===== src/rtl/mem_arbiter_ctrl.sv =====
// mem_arbiter_ctrl: owns the single 8-bit RAM port, serving the load/store buffer (priority)
// and a byte-serial 4-byte instruction fetch. Optional IO store guard: MEMCTRL_IO_GUARD_EN.
module mem_arbiter_ctrl #(
    parameter logic [1:0] IO_HI_ADDR = 2'b11
) (
    input  logic        clk_in,
    input  logic        rst_in,
    input  logic        rdy_in,
    input  logic        control_hazard,
    input  logic        io_buffer_full,
    input  logic [7:0]  ram_din,
    output logic [7:0]  ram_dout,
    output logic [31:0] ram_a,
    output logic        ram_wr,
    input  logic        slb_req,
    input  logic [31:0] slb_addr,
    input  logic        slb_wr,
    input  logic [7:0]  slb_dout,
    output logic        slb_grant,
    output logic [7:0]  slb_din,
    input  logic        if_req,
    input  logic [31:0] if_addr,
    output logic        if_valid,
    output logic [31:0] if_inst
);

    // Handshake: slb_req/slb_addr/slb_wr/slb_dout are held by the buffer until a cycle
    // where slb_grant=1; that cycle moves exactly one byte. A granted load returns its
    // byte on slb_din in the following cycle. if_req/if_addr are held until if_valid.

    typedef enum logic {F_IDLE, F_FETCH} fetch_state_e;
    typedef enum logic [1:0] {TAG_NONE, TAG_SLB, TAG_IF} tag_e;

    fetch_state_e state_q, state_d;
    tag_e         tag_q, tag_d;
    logic [1:0]   tag_idx_q, tag_idx_d;
    logic [31:0]  if_base_q, if_base_d;
    logic [2:0]   if_cnt_q, if_cnt_d;
    logic [31:0]  word_q, word_d;

    logic active, io_region, io_stall, io_hold;
    logic if_abort, if_capture, if_done, fetch_grant;

`ifdef MEMCTRL_IO_GUARD_EN
    logic io_idle_q, io_idle_d;
`else
    logic guard_unused;
    assign guard_unused = ^{io_buffer_full, io_region};
`endif

    always_ff @(posedge clk_in) begin
        if (rst_in) begin
            state_q   <= F_IDLE;
            tag_q     <= TAG_NONE;
            tag_idx_q <= 2'd0;
            if_base_q <= 32'd0;
            if_cnt_q  <= 3'd0;
            word_q    <= 32'd0;
`ifdef MEMCTRL_IO_GUARD_EN
            io_idle_q <= 1'b0;
`endif
        end else begin
            state_q   <= state_d;
            tag_q     <= tag_d;
            tag_idx_q <= tag_idx_d;
            if_base_q <= if_base_d;
            if_cnt_q  <= if_cnt_d;
            word_q    <= word_d;
`ifdef MEMCTRL_IO_GUARD_EN
            io_idle_q <= io_idle_d;
`endif
        end
    end

    always_comb begin : grant_comb
        active    = !rst_in && rdy_in;
        io_region = (slb_addr[17:16] == IO_HI_ADDR);
`ifdef MEMCTRL_IO_GUARD_EN
        io_stall  = (slb_wr && io_region && io_buffer_full) || io_idle_q;
        io_hold   = io_idle_q;
`else
        io_stall  = 1'b0;
        io_hold   = 1'b0;
`endif
        // An abort discards the word immediately, including a byte arriving this cycle.
        if_abort    = (state_q == F_FETCH) &&
                      (control_hazard || !if_req || (if_addr != if_base_q));
        if_capture  = !rst_in && (state_q == F_FETCH) && (tag_q == TAG_IF) && !if_abort;
        if_done     = if_capture && (tag_idx_q == 2'd3);
        slb_grant   = active && slb_req && !io_stall;
        fetch_grant = active && !slb_grant && !io_hold && (state_q == F_FETCH) &&
                      !if_abort && (if_cnt_q < 3'd4);
    end

    always_comb begin : next_state_comb
        state_d   = state_q;
        tag_d     = TAG_NONE;
        tag_idx_d = tag_idx_q;
        if_base_d = if_base_q;
        if_cnt_d  = if_cnt_q;
        word_d    = word_q;
`ifdef MEMCTRL_IO_GUARD_EN
        io_idle_d = io_idle_q;
        if (rdy_in) begin
            io_idle_d = slb_grant && slb_wr && io_region;
        end
`endif
        case (state_q)
            F_IDLE: begin
                if (active && if_req && !control_hazard) begin
                    state_d   = F_FETCH;
                    if_base_d = if_addr;
                    if_cnt_d  = 3'd0;
                end
            end
            F_FETCH: begin
                if (if_abort || if_done) begin
                    state_d  = F_IDLE;
                    if_cnt_d = 3'd0;
                end else if (fetch_grant) begin
                    if_cnt_d = if_cnt_q + 3'd1;
                end
            end
            default: state_d = F_IDLE;
        endcase

        if (if_capture) begin
            word_d[{tag_idx_q, 3'b000} +: 8] = ram_din;
        end

        // The tag names who owns the byte that ram_din will carry next cycle.
        if (slb_grant) begin
            tag_d = slb_wr ? TAG_NONE : TAG_SLB;
        end else if (fetch_grant) begin
            tag_d     = TAG_IF;
            tag_idx_d = if_cnt_q[1:0];
        end
    end

    always_comb begin : output_comb
        ram_a    = 32'd0;
        ram_wr   = 1'b0;
        ram_dout = 8'd0;
        if (slb_grant) begin
            ram_a    = slb_addr;
            ram_wr   = slb_wr;
            ram_dout = slb_dout;
        end else if (fetch_grant) begin
            ram_a = if_base_q + 32'(if_cnt_q);
        end
        slb_din  = ram_din;
        if_valid = if_done;
        if_inst  = if_done ? {ram_din, word_q[23:0]} : word_q;
    end

endmodule


===== config.mk =====
export PLATFORM = sky130hd
export DESIGN_NAME = mem_arbiter_ctrl
export DESIGN_NICKNAME = d
export VERILOG_FILES = /design/src/rtl/mem_arbiter_ctrl.sv
export SDC_FILE = /design/constraint.sdc
export NUM_CORES = 1
export LEC_CHECK = 0
export BUFFER_PORTS_ARGS = -buffer_cell sky130_fd_sc_hd__buf_4
export CORE_MARGIN = 5
export CORE_UTILIZATION = 40
export DETAILED_ROUTE_END_ITERATION = 16
export GPL_TIMING_DRIVEN = 0
export PLACE_DENSITY = 0.66
export SYNTH_ARGS = -nofsm -noshare
export SYNTH_HDL_FRONTEND = slang
export SYNTH_SLANG_ARGS = --single-unit

===== constraint.sdc =====
create_clock -name clk_in -period 2.9 [get_ports clk_in]
set_input_delay 0.435 -clock clk_in [delete_from_list [all_inputs] [get_ports clk_in]]
set_output_delay 0.435 -clock clk_in [all_outputs]
set_load 0.1 [all_outputs]

==> reports/results.ini <==
[route]
wirelength_um=16500
route.met2.wl_um=8430
detail_route.iter0.violations=281
ant_nets=0
wl_per_cell_um=17.0
viasPerCell=5.23
dr_wl_met3_um=1060
vias=5070
wl_met1_um=6600
drtPass1Iterations=4
topRoutingLayerUsed=met4
drc=0

[floorplanning]
initial_core_util_pct=40.8
fp.coreArea_um2=12000
die_w_um=120
fp.dieH_um=120
io_pins=171
die_area_um2=14500
row_count=40

[timing]
slew_viol_final=0
period_minus_slack_ns=3.06
fin_crit_sh_pct=106
tightest_slew_ns=0.994
setup_ws_ns=-0.163
maxSlewHeadroom_pct=33.6
fin_skew_ns=0.00705
rsz0062_at_grt=true
hold_violations=0
timing.fmax_mhz=327
setup_tns_ns=-4.51
setup_viol=39

[finish]
fill_cells=945
drive_gt1_share_pct=45.1
syn_to_final_growth_pct=63.2
nets=917
diodes=0
fin_cells=970

[logic_synthesis]
post_synth.cell_area_avg_um2=7.95
synth.cell_area_um2=4880
synth.most_common_cell=nand2_1
synthTopCellsByArea=dfxtp_1 (30%), nand2_1 (8.5%), a21oi_1 (7.5%), xor2_1 (6.8%), o21ai_2 (5.4%)
synth_commonest_cells=nand2_1 (111), a21oi_1 (73), dfxtp_1 (72), nand3_1 (45), xor2_1 (38)
async_flop_share_pct=0
netlist.area_leader.share_pct=29.6
synth-main-ff-cell=dfxtp_1
synth_edf_count=0
syn_inst=613
syn_nets=712
synth_cell_type_count=43
synth-seq-area-share_pct=29.6
ys_seq_elements=72
yosysWarnings=0
yosysTopAreaCell=dfxtp_1

[clocking]
h-tree-depth=3
cts_root_buf=clkbuf_16
hold_buffers=0
clock_latency_ns=0.33
cts_tree=built
clkSinkCount=72
numCtsBuffers=9
cts.clk_slew.worst_paths_ns=0.06
cts_buffer_depth=2

[critical_path]
reg2regPathDepth=10
path_class=register to output port
worstPathRequired_ns=2.47
worstSetupStartpoint=if_base_q[30]
crit_arrival_ns=2.63
cp-end-kind=output port
r2r-start=if_base_q[21]
worst-path-max-fanout=7
start_kind=register

[placement]
place_hpwl_um=11900
gp_congestion=0.843
port_buffers=168
dp_cells=928

[flow_run]
maxCapViolCount=0

[pwr]
leakagePower_nw=3.20
ir_worst_vdd_mv=0.276
p_per_area_nw_per_um2=323

[grt]
grt_usage_pct=21.8
grt_pass1_vias=5065
antenna_found_initial=0
grt_pass1_wl_um=25400
grt.overflow.total=0
grt_start_max_net_pins=14

[hold_path]
hold_path_depth=2
hp-start=slb_wr
hp-class=primary input to register

[run_status]
failed_checks=setup timing
outcome=finished with violations

[where the power goes]
| group | leakage, nW | internal, mW | switching (mW) | total (mW) |
|---|---|---|---|---|
| Combinational | 2.47 | 0.204 | 0.334 | 0.538 |
| Clock | 0.135 | 0.578 | 0.449 | 1.03 |
| Sequential | 0.599 | 0.992 | 0.0154 | 1.01 |
[cell families (layout without fill, tap and decap cells)]
family | count (synthesis) | after routing | synth area share (%)
AND/OR/NAND/NOR | 269 | 270 | 30.3
AO/OA/AOI/OAI | 116 | 116 | 15.8
buffers and inverters | 82 | 291 | 9.60
flip-flops | 72 | 72 | 29.6
XOR/XNOR | 55 | 55 | 9.88
adder cells (fa/ha/maj) | 11 | 11 | 2.98
multiplexers | 8 | 8 | 1.85
[stage by stage]
stage	util [%]	worst slack [ns]	area (um2)	hold WS (ns)	power [mW]
5_1_grt	66.5	-0.228	7960	0.264	2.65
3_3_place_gp	54.8	-0.403	6550	0.451	1.50
2_1_floorplan	-	-0.133	5100	0.442	1.32
3_5_place_dp	54.8	-0.449	6550	0.462	1.50
4_1_cts	64.6	-0.174	7720	0.254	2.57
6_report	66.5	-0.163	7960	0.261	2.57
[critical path, cell delays in order (launching register included)]
cell and delay, ns:
dfxtp_4 0.35, xor2_2 0.15, nor4_4 0.35, nand4_4 0.17, or4_4 0.57, buf_12 0.18, buf_16 0.15, o21ai_4 0.17
buf_12 0.19
[layer usage]
metal	vias to the layer above	GRT usage (%)
li1	2470	-
met1	2373	24.8
met2	195	40.1
met3	32	4.96
met4	0	6.94
met5	-	0
[repair_timing]
item	in CTS	in global routing
endpoints found under the setup margin	41	41
pin swaps	19	17
setup buffers	22	8
resized for setup	172	38
gates cloned	2	1
[path summary, 6_finish.rpt]
path	end	slack, ns
setup / recovery	ram_a[14]	-0.16
hold / removal	tag_q[0]	0.26
setup reg to reg	word_q[18]	0.39
hold reg to reg	word_q[3]	0.47
[state kept, by name (all words and copies together), names as in the netlist]
| signal | flops |
|---|---|
| if_base_q | 32 |
| if_cnt_q | 3 |
| tag_idx_q | 2 |
| tag_q | 2 |
| word_q | 32 |
| state_q | 1 |
[placed cells by master, fill, tap and decap left out, types with 5 or more instances in the layout]
cell type,netlist,layout
xnor2_1,17,17
dfxtp_2,0,18
nand4_1,11,11
nor4_4,5,10
xor2_1,38,28
dfxtp_4,0,11
and3_1,13,12
nand2b_1,37,37
buf_4,32,187
ha_1,10,10
dfxtp_1,72,43
xor2_4,0,5
a21oi_1,73,71
o21ai_4,0,30
nand3_1,45,45
buf_12,0,36
clkbuf_1,26,20
nor2_1,10,10
inv_1,12,10
clkbuf_16,0,10
buf_6,4,10
nand2_1,111,111
xor2_2,0,5
nor2b_1,9,8
mux2_2,8,6
[cell type report]
type                       count  area [um2]  share of cell area (%)
clock inverter                 7        48.8                   0.613
multi-input combinational    460        3500                    43.9
tap                          147         184                    2.31
clock buffer                   9         225                    2.83
sequential                    72        1510                    18.9
timing repair buffer         200        2000                    25.1
inverter                      13        53.8                   0.676
buffer                        62         447                    5.61
Power figures use the tool's default switching activity.
